## config.mk

```make
export PLATFORM = sky130hd
export DESIGN_NAME = mips_interrupt_controller
export DESIGN_NICKNAME = d
export VERILOG_FILES = /design/src/rtl/mips_interrupt_controller.sv
export SDC_FILE = /design/constraint.sdc
export NUM_CORES = 1
export LEC_CHECK = 0
export ABC_CLOCK_PERIOD_IN_PS = 1850
export CORE_MARGIN = 5
export CORE_UTILIZATION = 38
export DETAILED_ROUTE_END_ITERATION = 10
export PLACE_DENSITY = 0.88
export SYNTH_ARGS = -nofsm -noshare
export SYNTH_HDL_FRONTEND = slang
export SYNTH_SLANG_ARGS = --single-unit
```

## constraint.sdc

```tcl
create_clock -name i_clk -period 1.85 [get_ports i_clk]
set_clock_uncertainty 0.2 [all_clocks]
set_input_delay 0.37 -clock i_clk [delete_from_list [all_inputs] [get_ports i_clk]]
set_output_delay 0.37 -clock i_clk [all_outputs]
set_load 0.03 [all_outputs]
```

## src/rtl/mips_interrupt_controller.sv

```systemverilog
// Edge-triggered interrupt controller with PENDING/MASK/CAUSE registers feeding a single core interrupt line.
// Optional macro IRQ_SYNC_EN inserts a two-flop synchronizer on i_irq ahead of edge detection.
module mips_interrupt_controller #(
  parameter int NUM_IRQ = 8
) (
  input  logic               i_clk,
  input  logic               i_rst_n,
  input  logic [NUM_IRQ-1:0] i_irq,
  input  logic [3:0]         i_addr,
  input  logic               i_we,
  input  logic [31:0]        i_wdata,
  output logic [31:0]        o_rdata,
  output logic               o_external_interrupt
);

  localparam logic [3:0] ADDR_PENDING = 4'h0;
  localparam logic [3:0] ADDR_MASK    = 4'h4;
  localparam logic [3:0] ADDR_CAUSE   = 4'h8;

  typedef enum logic [1:0] {
    IDLE   = 2'd0,
    ASSERT = 2'd1,
    GAP    = 2'd2
  } state_e;

  logic [NUM_IRQ-1:0] irq_s;
  logic [NUM_IRQ-1:0] prev_q;
  logic [NUM_IRQ-1:0] arm_q, arm_d;
  logic [NUM_IRQ-1:0] pending_q, pending_d;
  logic [NUM_IRQ-1:0] mask_q, mask_d;
  logic [3:0]         cause_id_q, cause_id_d;
  state_e             state_q, state_d;
  logic               ext_q;

  logic [NUM_IRQ-1:0] rise;
  logic [NUM_IRQ-1:0] clr;
  logic [NUM_IRQ-1:0] active;
  logic [NUM_IRQ-1:0] cur_sel;
  logic               cur_live;
  logic               unused_wdata;

  assign unused_wdata = ^i_wdata[31:NUM_IRQ];

`ifdef IRQ_SYNC_EN
  logic [NUM_IRQ-1:0] sync1_q, sync2_q;

  always_ff @(posedge i_clk or negedge i_rst_n) begin
    if (!i_rst_n) begin
      sync1_q <= '0;
      sync2_q <= '0;
    end else begin
      sync1_q <= i_irq;
      sync2_q <= sync1_q;
    end
  end

  assign irq_s = sync2_q;
`else
  assign irq_s = i_irq;
`endif

  function automatic logic [3:0] lowest_index(input logic [NUM_IRQ-1:0] v);
    logic [3:0] idx;
    idx = '0;
    for (int k = NUM_IRQ - 1; k >= 0; k--) begin
      if (v[k]) idx = 4'(k);
    end
    return idx;
  endfunction

  // A line is armed only once it has been seen low since reset, so a line
  // already high when reset releases does not register as a fresh edge.
  assign arm_d = arm_q | ~i_irq;
  assign rise  = irq_s & ~prev_q & arm_q;
  assign clr   = (i_we && (i_addr == ADDR_PENDING)) ? i_wdata[NUM_IRQ-1:0] : '0;

  assign pending_d = (pending_q & ~clr) | rise;
  assign mask_d    = (i_we && (i_addr == ADDR_MASK)) ? i_wdata[NUM_IRQ-1:0] : mask_q;

  assign active   = pending_q & mask_q;
  assign cur_sel  = NUM_IRQ'(1) << cause_id_q;
  assign cur_live = |(active & cur_sel);

  always_comb begin
    state_d    = state_q;
    cause_id_d = cause_id_q;
    unique case (state_q)
      IDLE: begin
        if (|active) begin
          state_d    = ASSERT;
          cause_id_d = lowest_index(active);
        end
      end
      ASSERT: begin
        if (!cur_live) state_d = GAP;
      end
      GAP:     state_d = IDLE;
      default: state_d = IDLE;
    endcase
  end

  always_ff @(posedge i_clk or negedge i_rst_n) begin
    if (!i_rst_n) begin
      prev_q     <= '0;
      arm_q      <= '0;
      pending_q  <= '0;
      mask_q     <= '0;
      cause_id_q <= '0;
      state_q    <= IDLE;
      ext_q      <= 1'b0;
    end else begin
      prev_q     <= irq_s;
      arm_q      <= arm_d;
      pending_q  <= pending_d;
      mask_q     <= mask_d;
      cause_id_q <= cause_id_d;
      state_q    <= state_d;
      ext_q      <= (state_d == ASSERT);
    end
  end

  assign o_external_interrupt = ext_q;

  always_comb begin
    o_rdata = '0;
    unique case (i_addr)
      ADDR_PENDING: o_rdata = 32'(pending_q);
      ADDR_MASK:    o_rdata = 32'(mask_q);
      ADDR_CAUSE:   o_rdata = {ext_q, 27'd0, cause_id_q};
      default:      o_rdata = '0;
    endcase
  end

endmodule

```

==> results of run 1 <==
-- registers in the layout, summed over array words and instances, names as in the netlist --
signal                flops
cause_id_q                3
prev_q                    8
state_q                   2
pending_q                 8
o_external_interrupt      1
arm_q                     8
mask_q                    8
-- cells in the mapped netlist (all sizes together), types with 2 or more instances --
library cell / count / area (sq um)
nor3: 5 / 25.0
nor2: 9 / 33.8
mux2i: 8 / 80.1
nand3: 4 / 20.0
a21oi: 5 / 25.0
o21ai: 2 / 10.0
a22oi: 2 / 15.0
o2bb2ai: 9 / 78.8
nand2b: 9 / 56.3
mux2: 10 / 113
buf: 25 / 189
mux4: 2 / 45.0
nand2: 27 / 101
nor2b: 2 / 12.5
dfrtp: 38 / 951
-- cells by family (layout without fill, tap and decap cells) --
logic type,count (synthesis),count (layout),synth area share [%]
compound gates,22,22,9.61
buf+inv,26,56,10.5
flops,38,38,51.8
mux,20,20,13.0
other cells,1,23,0.204
simple gates,58,58,14.9
-- metrics by stage --
step                      total power [mW]  cell area, sq um  setup TNS, ns  worst slack (ns)  cells
after floorplan                       1.58              1940         -0.116           -0.0231    187
after global placement                1.77              2220          -7.88            -0.440    260
after detailed placement              1.79              2220          -8.15            -0.421    260
after CTS                             2.40              2380        -0.0684           -0.0548    270
after global routing                  2.57              2410         -0.192            -0.107    271
final                                 2.41              2410        -0.0251           -0.0194    271
-- how the worst max path moves through the flow --
stage	end	slack, ns	cells after the start	start
after floorplan	o_rdata[3]	-0.02	3	i_addr[3]
after detailed placement	o_rdata[3]	-0.42	4	i_addr[3]
after global routing	o_rdata[1]	-0.11	5	pending_q[1]
after CTS	o_rdata[1]	-0.05	5	pending_q[1]
after global placement	o_rdata[7]	-0.44	4	i_addr[3]
final	o_rdata[2]	-0.02	5	mask_q[2]
-- power groups by stage --
stage               Combinational, mW  Clock, mW  Sequential [mW]
finish                          0.766      0.576             1.07
global route                    0.830      0.645             1.09
CTS                             0.736      0.599             1.06
detailed placement              0.708          0             1.08
global placement                0.690          0             1.08
floorplan                       0.512          0             1.07
-- critical path, delay by kind of cell (launching register included) --
| family | cells | cell delay [ns] |
|---|---|---|
| AOI/OAI and AO/OA | 1 | 0.15 |
| buffers and inverters | 1 | 0.16 |
| and+or+nand+nor | 2 | 0.11 |
| muxes | 1 | 0.19 |
| DFF | 1 | 0.41 |
-- final cells by class --
cell class                      count  area [sq um]
Clock inverter                      1          5.00
Timing Repair Buffer               47           424
Fill cell                         418          2290
Tap cell                           54          67.6
Clock buffer                        7          86.3
Sequential cell                    38           951
Inverter                            1          3.75
Multi-Input combinational cell    123           868
-- timing repair --
item,in CTS,in global routing
pin swaps,6,0
setup buffers,2,1
setup endpoints to repair,18,5
resized for setup,38,5
-- routing by layer --
metal,wire length (um),up-vias
li1,-,626
met1,1580,638
met2,1770,49
met3,243,10
met4,125,0
met5,0,-
==> metrics.md, run 1 <==
| Metric | Value |
|---|---|
| Outcome | `complete, but fails checks` |
| Failing checks | `setup timing` |
| Total Routing Usage GR | `between 10 and 15%` |
| Ys Warns | `0` |
| Vias in the first global route | `1,403` |
| Hold Startpoint | `prev_q[3]` |
| Final slew viol count | `0` |
| Clk sinks | `38` |
| Sw Pwr | `around 0.8 mW` |
| Hold Worst Slack | `0.208 ns` |
| Core footprint | `4690 sq um` |
| #FFs+latches synth | `38` |
| Die Y-Extent | `~80 um` |
| Worst EP required | `roughly 1.3 ns` |
| Commonest non-fill, non-tap cell in the layout | `dfrtp_1` |
| TritonCTS clock tree | `yes` |
| Clock Path Buffers | `2` |
| Met2 Use GR | `roughly a fifth` |
| Hpwl dp | `2.87 mm` |
| Clk slew on worst S/H paths | `0.07 ns` |
| CP Capture Type | `primary output` |
| Cells after Synth | `between 150 and 200` |
| PD cells | `1000 nW/um^2` |
| Most frequent cells in the layout | `dfrtp_1 (38), nand2_1 (27), conb_1 (23)` |
| Die area | `6320 sq um` |
| WHS Endpoint | `pending_q[3]` |
| Worst path max stage delay | `0.41 ns` |
| Min Clock Period, post-route | `1.87 ns` |
| Gate power share | `31.7%` |
| Die width | `79.5 um` |
| Pleak | `1.05 nW` |
| Reg-to-Reg End | `state_q[1]` |
| TritonCTS Buffers | `5` |
| Flop pwr share | `44.4%` |
| HP Class | `flop to flop` |
| Fin crit share | `101%` |
| Vias per inst | `4.88` |
| WHS Path Cells | `1` |
| R2R cell count | `5` |
| CP arrival | `between 1 and 1.5 ns` |
| Htree depth | `2` |
| Grt ovf | `0` |
| Crit-path cells | `mux2i_1 > nor2_1 > a21oi_1 > nor3_2 > buf_4` |
| RSZ-0062 raised after global routing | `yes` |
| Worst Path Max Fanout | `3` |
| Yosys cell types | `25` |
| TritonRoute pass-1 iters | `4` |
| First-pass GRT wire length | `approximately 6.2 mm` |
| GPL Wtd Cong | `~0.91` |
| Layout cells sized above 1 | `30.4%` |
| IO Pins | `80` |
| Pin count of the biggest net entering global routing | `39` |
| Max Freq | `535 MHz` |
| Routed vias | `approximately 1,300` |
| Worst setup margin | `-0.0194 ns` |
| Worst path slowest cell | `dfrtp_1` |
| WL/cell | `13.7 um` |
| Ys flop type | `dfrtp_1` |
| DR iter-0 viols | `50` |
| Critical path class | `flop to primary output` |
| Post-synth EDFFs | `0` |
| N_diodes | `0` |
| Async SR Flop Fraction | `100%` |
| CTS root buf | `clkbuf_8` |
| Initial core utilization | `39.1%` |
| R2R Setup Slk | `approximately 0.04 ns` |
| Max-Cap Viols | `0` |
| Hold_buf cts | `0` |
| Met3 Track Usage GR | `4.29%` |
| GRT Max-Usage Layer | `met2` |
| DRC | `0` |
| Worst-skew pair later-pin latency | `between 0.2 and 0.3 ns` |
| Antenna violations before repair | `0` |
| FP Rows | `25` |
| Synth Cell Area | `between 1500 and 2000 sq um` |
| Share of the yosys chip area belonging to registers | `51.8%` |
| Switching part of the total | `32.4%` |
| WL final | `3.72 mm` |
| # port buffers | `32` |
| Clock share of power | `23.9%` |
| Reg2reg start | `pending_q[2]` |
| VDD IR max | `571 uV` |
| Setup violations, final | `2` |
| Final nets | `263` |
| Antenna viol nets, final | `0` |
| Layout area overhead | `31.1%` |
| Worst setup SP type | `flop` |
| Met1 usage | `15.1%` |
| Final hold vios | `0` |
| Int Pwr | `between 1.5 and 2 mW` |
| Syn avg cell area | `11.1 sq um` |
| Final core utilization | `51.3%` |
Note: power is estimated with default switching activity, not from simulation.
==> run 2: changes to the inputs <==
--- a/config.mk
+++ b/config.mk
@@ -10,6 +10,7 @@
 export CORE_UTILIZATION = 38
 export DETAILED_ROUTE_END_ITERATION = 10
 export PLACE_DENSITY = 0.88
+export SKIP_CTS_REPAIR_TIMING = 1
 export SYNTH_ARGS = -nofsm -noshare
 export SYNTH_HDL_FRONTEND = slang
 export SYNTH_SLANG_ARGS = --single-unit
==> run 2 against run 1 <==
Effect of this change:
- the run still ends with setup timing left
- largest cell class unchanged
- combinational power down 2%
- largest power group unchanged
- clock-buffer cell count unchanged
- critical path depth unchanged
- critical endpoint is now o_rdata[1]
- die area unchanged
- via count about the same
- cell count down 0.37%
- maximum frequency down 1.2%
==> metrics.md, run 2 (synthesized netlist as in run 1, its figures left out) <==
| Metric | Value |
|---|---|
| Register Area | `951 sq um (unchanged)` |
| Critical path class | `flop to primary output (unchanged)` |
| CTS root buf | `clkbuf_8 (unchanged)` |
| Min Clock Period, post-route | `1.89 ns (was 1.87 ns)` |
| Most frequent cells in the layout | `dfrtp_1 (38), nand2_1 (27), conb_1 (23) (unchanged)` |
| Inst Count DP | `260 (unchanged)` |
| Failing checks | `setup timing (unchanged)` |
| Clk sinks | `38 (unchanged)` |
| Non-filler instance count after layout | `270 (was 271)` |
| Antenna viol nets, final | `0 (unchanged)` |
| # port buffers | `32 (unchanged)` |
| Multi-input gate area | `862 sq um (was 868 sq um)` |
| Final hold vios | `0 (unchanged)` |
| Layout area overhead | `31.2% (was 31.1%)` |
| Clk slew on worst S/H paths | `0.07 ns (about the same)` |
| Setup violations, final | `2 (unchanged)` |
| Htree depth | `2 (unchanged)` |
| Pleak | `1.07 nW (was 1.05 nW)` |
| Setup WS pre-CTS | `-0.421 ns (unchanged)` |
| CP Capture Type | `primary output (unchanged)` |
| Worst Path Max Fanout | `4 (was 3)` |
| WL/cell | `13.7 um (about the same)` |
| Die Y-Extent | `79.5 um (unchanged)` |
| CP bufs+invs | `1 (unchanged)` |
| Final slew viol count | `0 (unchanged)` |
| Vias per inst | `4.90 (was 4.88)` |
| Worst EP required | `1.28 ns (about the same)` |
| DR iter-0 viols | `57 (was 50)` |
| Worst setup margin | `-0.0426 ns (was -0.0194 ns)` |
| Initial core utilization | `39.1% (unchanged)` |
| Core footprint | `4690 sq um (unchanged)` |
| Max-Cap Viols | `0 (unchanged)` |
| Clock Path Buffers | `2 (unchanged)` |
| Worst-skew pair later-pin latency | `0.29 ns (about the same)` |
| First-pass GRT wire length | `6.13 mm (was 6.24 mm)` |
| Outcome | `complete, but fails checks (unchanged)` |
| Worst path slowest cell | `dfrtp_1 (unchanged)` |
| Fillers | `412 (was 418)` |
| Final core utilization | `51.3% (about the same)` |
| TritonCTS Buffers | `5 (unchanged)` |
| Worst path max stage delay | `0.43 ns (was 0.41 ns)` |
| Max Freq | `528 MHz (was 535 MHz)` |
| WL final | `3.70 mm (was 3.72 mm)` |
| Vias in the first global route | `1,358 (was 1,403)` |
| N_diodes | `0 (unchanged)` |
| Total Routing Usage GR | `12.6% (was 12.9%)` |
| VDD IR max | `569 uV (was 571 uV)` |
| Fin crit share | `102% (was 101%)` |
| RSZ-0062 raised after global routing | `yes (unchanged)` |
| Pin count of the biggest net entering global routing | `39 (unchanged)` |
| Family with the most delay on the worst path | `flip-flops (unchanged)` |
| DRC | `0 (unchanged)` |
| Crit-path cells | `mux2i_1 > nor2_1 > a21oi_1 > nor3_2 > buf_4 (unchanged)` |
| TritonCTS clock tree | `yes (unchanged)` |
| Final nets | `262 (was 263)` |
| GPL Wtd Cong | `0.907 (unchanged)` |
| Grt ovf | `0 (unchanged)` |
| Die area | `6320 sq um (unchanged)` |
| CP arrival | `1.32 ns (was 1.30 ns)` |
| Antenna violations before repair | `0 (unchanged)` |
| PD cells | `993 nW/um^2 (was 1000 nW/um^2)` |
| Commonest non-fill, non-tap cell in the layout | `dfrtp_1 (unchanged)` |
| IO Pins | `80 (unchanged)` |
| Die width | `79.5 um (unchanged)` |
| Hpwl dp | `2.87 mm (unchanged)` |
| FP Rows | `25 (unchanged)` |
| Worst setup SP type | `flop (unchanged)` |
| Layout cells sized above 1 | `28.7% (was 30.4%)` |
| TritonRoute pass-1 iters | `4 (unchanged)` |
| HP Class | `flop to flop (unchanged)` |
| Routed vias | `1,324 (was 1,323)` |
[run 2: path summary, 6_finish.rpt]
kind / start / to / slack (ns) / cells past startpoint
min in group asynchronous: i_rst_n / arm_q[2] / 0.24 / 2
worst max-delay path: pending_q[1] / o_rdata[1] / -0.04 / 5
worst max register to register: pending_q[0] / state_q[1] / 0.07 / 4
worst min register to register: prev_q[3] / pending_q[3] / 0.21 / 1
worst min-delay path: prev_q[3] / pending_q[3] / 0.21 / 1
max in group asynchronous: i_rst_n / prev_q[1] / 1.01 / 2
[run 2: per-layer routing]
metal	global-route usage [%]	wire, um	vias up
met1	15.0	1560	641
met3	4.18	270	8
met5	0	0	-
li1	-	-	626
met2	20.2	1780	49
met4	6.70	96	0
[run 2: layout make-up]
cell class | count | area share [%]
clock buffers | 7 | 3.59
clock inverters | 1 | 0.208
inverters | 1 | 0.156
multi-input cells | 123 | 35.8
flip-flops and latches | 38 | 39.5
well taps | 54 | 2.81
repair buffers | 46 | 17.9
[run 2: power breakdown]
part	leakage (nW)	internal [mW]	switching (mW)
combinational	0.616	0.361	0.387
sequential	0.406	0.954	0.114
clock	0.0482	0.300	0.274
total	1.07	1.62	0.775
[run 2: worst reg2reg max path, stage by stage, from the launching register on]
cell     delay, ns
dfrtp_1       0.39
nand2_1       0.16
mux4_2        0.48
mux2_2        0.30
nor2b_1       0.14
[run 2: metrics by stage]
stage          TNS, ns  hold slack [ns]  total power [mW]  instance area, sq um
2_1_floorplan   -0.116           -0.126              1.58                  1940
4_1_cts          -4.29            0.213              2.37                  2310
3_3_place_gp     -7.88            0.193              1.77                  2220
5_1_grt         -0.252            0.224              2.53                  2410
6_report       -0.0662            0.208              2.39                  2410
3_5_place_dp     -8.15            0.205              1.79                  2220
==> run 3: changes to the inputs <==
--- a/config.mk
+++ b/config.mk
@@ -6,7 +6,6 @@
 export NUM_CORES = 1
 export LEC_CHECK = 0
 export ABC_CLOCK_PERIOD_IN_PS = 1850
-export CORE_MARGIN = 5
 export CORE_UTILIZATION = 38
 export DETAILED_ROUTE_END_ITERATION = 10
 export PLACE_DENSITY = 0.88
==> run 3 against run 2 <==
Effect of this change:
- the flow still finishes with violations (setup timing)
- total power rose by 1.1%
- die area fell by 19%
- global-route usage rose by 3.0 points
- non-clock buffer count rose by 1
- wire length rose by 1.3%
- via count rose by 0.45%
- sequential share of layout area fell by 0.56 points
- critical path depth rose by 1
- critical path type unchanged
- critical endpoint is now o_rdata[2]
- highest routed layer unchanged
==> metrics.md, run 3 (synthesized netlist as in run 1, its figures left out) <==
| Metric | Value |
|---|---|
| Outcome | `complete, but fails checks (unchanged)` |
| Failing checks | `setup timing (unchanged)` |
| Clock Path Buffers | `2 (unchanged)` |
| Layout cells sized above 1 | `30.9% (was 28.7%)` |
| Non-filler instance count after layout | `269 (was 270)` |
| Clk sinks | `38 (unchanged)` |
| Worst-skew pair later-pin latency | `0.29 ns (about the same)` |
| WL/cell | `13.9 um (was 13.7 um)` |
| Final core utilization | `54.3% (was 51.3%)` |
| Worst Path Max Fanout | `2 (was 4)` |
| CTS root buf | `clkbuf_8 (unchanged)` |
| Worst setup path startpoint | `pending_q[2] (was pending_q[1])` |
| Max-Cap Viols | `0 (unchanged)` |
| Inst Count DP | `258 (was 260)` |
| Reg2reg start | `pending_q[2] (was pending_q[0])` |
| TritonCTS Buffers | `5 (unchanged)` |
| Reg-to-Reg End | `cause_id_q[0] (was state_q[1])` |
| N_diodes | `0 (unchanged)` |
| Worst EP required | `1.28 ns (about the same)` |
| Setup violations, final | `1 (was 2)` |
| # port buffers | `32 (unchanged)` |
| Die Y-Extent | `71.5 um (was 79.5 um)` |
| Hold Startpoint | `prev_q[1] (was prev_q[3])` |
| First-pass GRT wire length | `6.11 mm (was 6.13 mm)` |
| Worst path slowest cell | `dfrtp_1 (unchanged)` |
| CP Capture Type | `primary output (unchanged)` |
| Layout area overhead | `33.2% (was 31.2%)` |
| RSZ-0062 raised after global routing | `yes (unchanged)` |
| Die width | `71.5 um (was 79.5 um)` |
| Grt ovf | `0 (unchanged)` |
| Vias in the first global route | `1,306 (was 1,358)` |
| Critical path depth in cells | `6 (was 5)` |
| FP Rows | `24 (was 25)` |
| Min Clock Period, post-route | `1.91 ns (was 1.89 ns)` |
| Final hold vios | `0 (unchanged)` |
| Overall power | `2.42 mW (was 2.39 mW)` |
| Htree depth | `2 (unchanged)` |
| Most frequent cells in the layout | `dfrtp_1 (37), nand2_1 (27), conb_1 (23) (was dfrtp_1 (38), nand2_1 (27), conb_1 (23))` |
| Setup crit end | `o_rdata[2] (was o_rdata[1])` |
| DR iter-0 viols | `54 (was 57)` |
| CP bufs+invs | `2 (was 1)` |
| DRC | `0 (unchanged)` |
| Die area | `5110 sq um (was 6320 sq um)` |
| Crit-path cells | `buf_6 > mux2i_1 > nor2_1 > a21oi_1 > nor3_2 > buf_4 (was mux2i_1 > nor2_1 > a21oi_1 > nor3_2 > buf_4)` |
| HP Class | `flop to flop (unchanged)` |
| Worst path max stage delay | `0.39 ns (was 0.43 ns)` |
| Vias per inst | `4.94 (was 4.90)` |
| Initial core utilization | `40.7% (was 39.1%)` |
| IO Pins | `80 (unchanged)` |
| CP arrival | `1.34 ns (was 1.32 ns)` |
| GPL Wtd Cong | `0.878 (was 0.907)` |
| Max Freq | `523 MHz (was 528 MHz)` |
| Hpwl dp | `2.78 mm (was 2.87 mm)` |
| Core footprint | `4500 sq um (was 4690 sq um)` |
| Commonest non-fill, non-tap cell in the layout | `dfrtp_1 (unchanged)` |
| R2R Setup Slk | `0.07 ns (about the same)` |
| Routed vias | `1,330 (was 1,324)` |
| WL final | `3.75 mm (was 3.70 mm)` |
| VDD IR max | `504 uV (was 569 uV)` |
| Final slew viol count | `0 (unchanged)` |
| Fin crit share | `103% (was 102%)` |
| PD cells | `989 nW/um^2 (was 993 nW/um^2)` |
| TritonRoute pass-1 iters | `4 (unchanged)` |
| Clk slew on worst S/H paths | `0.07 ns (about the same)` |
| Placed cell areas | `2230 sq um (was 2220 sq um)` |
| R2R cell count | `5 (was 4)` |
| Final nets | `263 (was 262)` |
| Pin count of the biggest net entering global routing | `39 (unchanged)` |
| Pleak | `1.08 nW (was 1.07 nW)` |
| TritonCTS clock tree | `yes (unchanged)` |
| Total Routing Usage GR | `15.6% (was 12.6%)` |
| Final instance area | `2440 sq um (was 2410 sq um)` |
| Antenna viol nets, final | `0 (unchanged)` |
| Critical path class | `flop to primary output (unchanged)` |
| Family with the most delay on the worst path | `flip-flops (unchanged)` |
| Worst setup margin | `-0.0626 ns (was -0.0426 ns)` |
| Antenna violations before repair | `0 (unchanged)` |
| Worst setup SP type | `flop (unchanged)` |
## run 3: final cells by class
class	instances	area (sq um)
inverters	1	3.75
clock buffers	7	86.3
well taps	52	65.1
repair buffers	47	455
fillers	405	2060
clock inverters	1	5.00
multi-input cells	123	877
flip-flops and latches	38	952
## run 3: power breakdown
| group | leakage [nW] | total, mW | internal, mW | switching, mW |
|---|---|---|---|---|
| clock network | 0.0482 | 0.576 | 0.300 | 0.275 |
| logic | 0.625 | 0.762 | 0.367 | 0.394 |
| registers | 0.406 | 1.08 | 0.954 | 0.126 |
## run 3: through the flow
stage          setup TNS, ns  hold WS (ns)  worst slack [ns]
2_1_floorplan         -0.116        -0.126           -0.0231
3_3_place_gp           -7.89         0.193            -0.428
3_5_place_dp           -8.42         0.204            -0.461
4_1_cts                -4.57         0.212            -0.473
5_1_grt               -0.251         0.218            -0.144
6_report             -0.0626         0.208           -0.0626
## run 3: worst min-delay path by stage
stage                     depth (start not counted)           end  slack [ns]
after floorplan                                   0      arm_q[0]       -0.13
final                                             1  pending_q[1]        0.21
after CTS                                         1  pending_q[5]        0.21
after global routing                              1  pending_q[2]        0.22
after detailed placement                          1  pending_q[2]        0.20
after global placement                            1  pending_q[4]        0.19
## run 3: metal layers
metal,global-route usage [%],vias to the layer above,part of all wire [%]
met4,6.97,0,1.9
met2,24.7,51,50
met5,0,-,0
li1,-,625,-
met1,19.9,646,42
met3,4.92,8,6.3
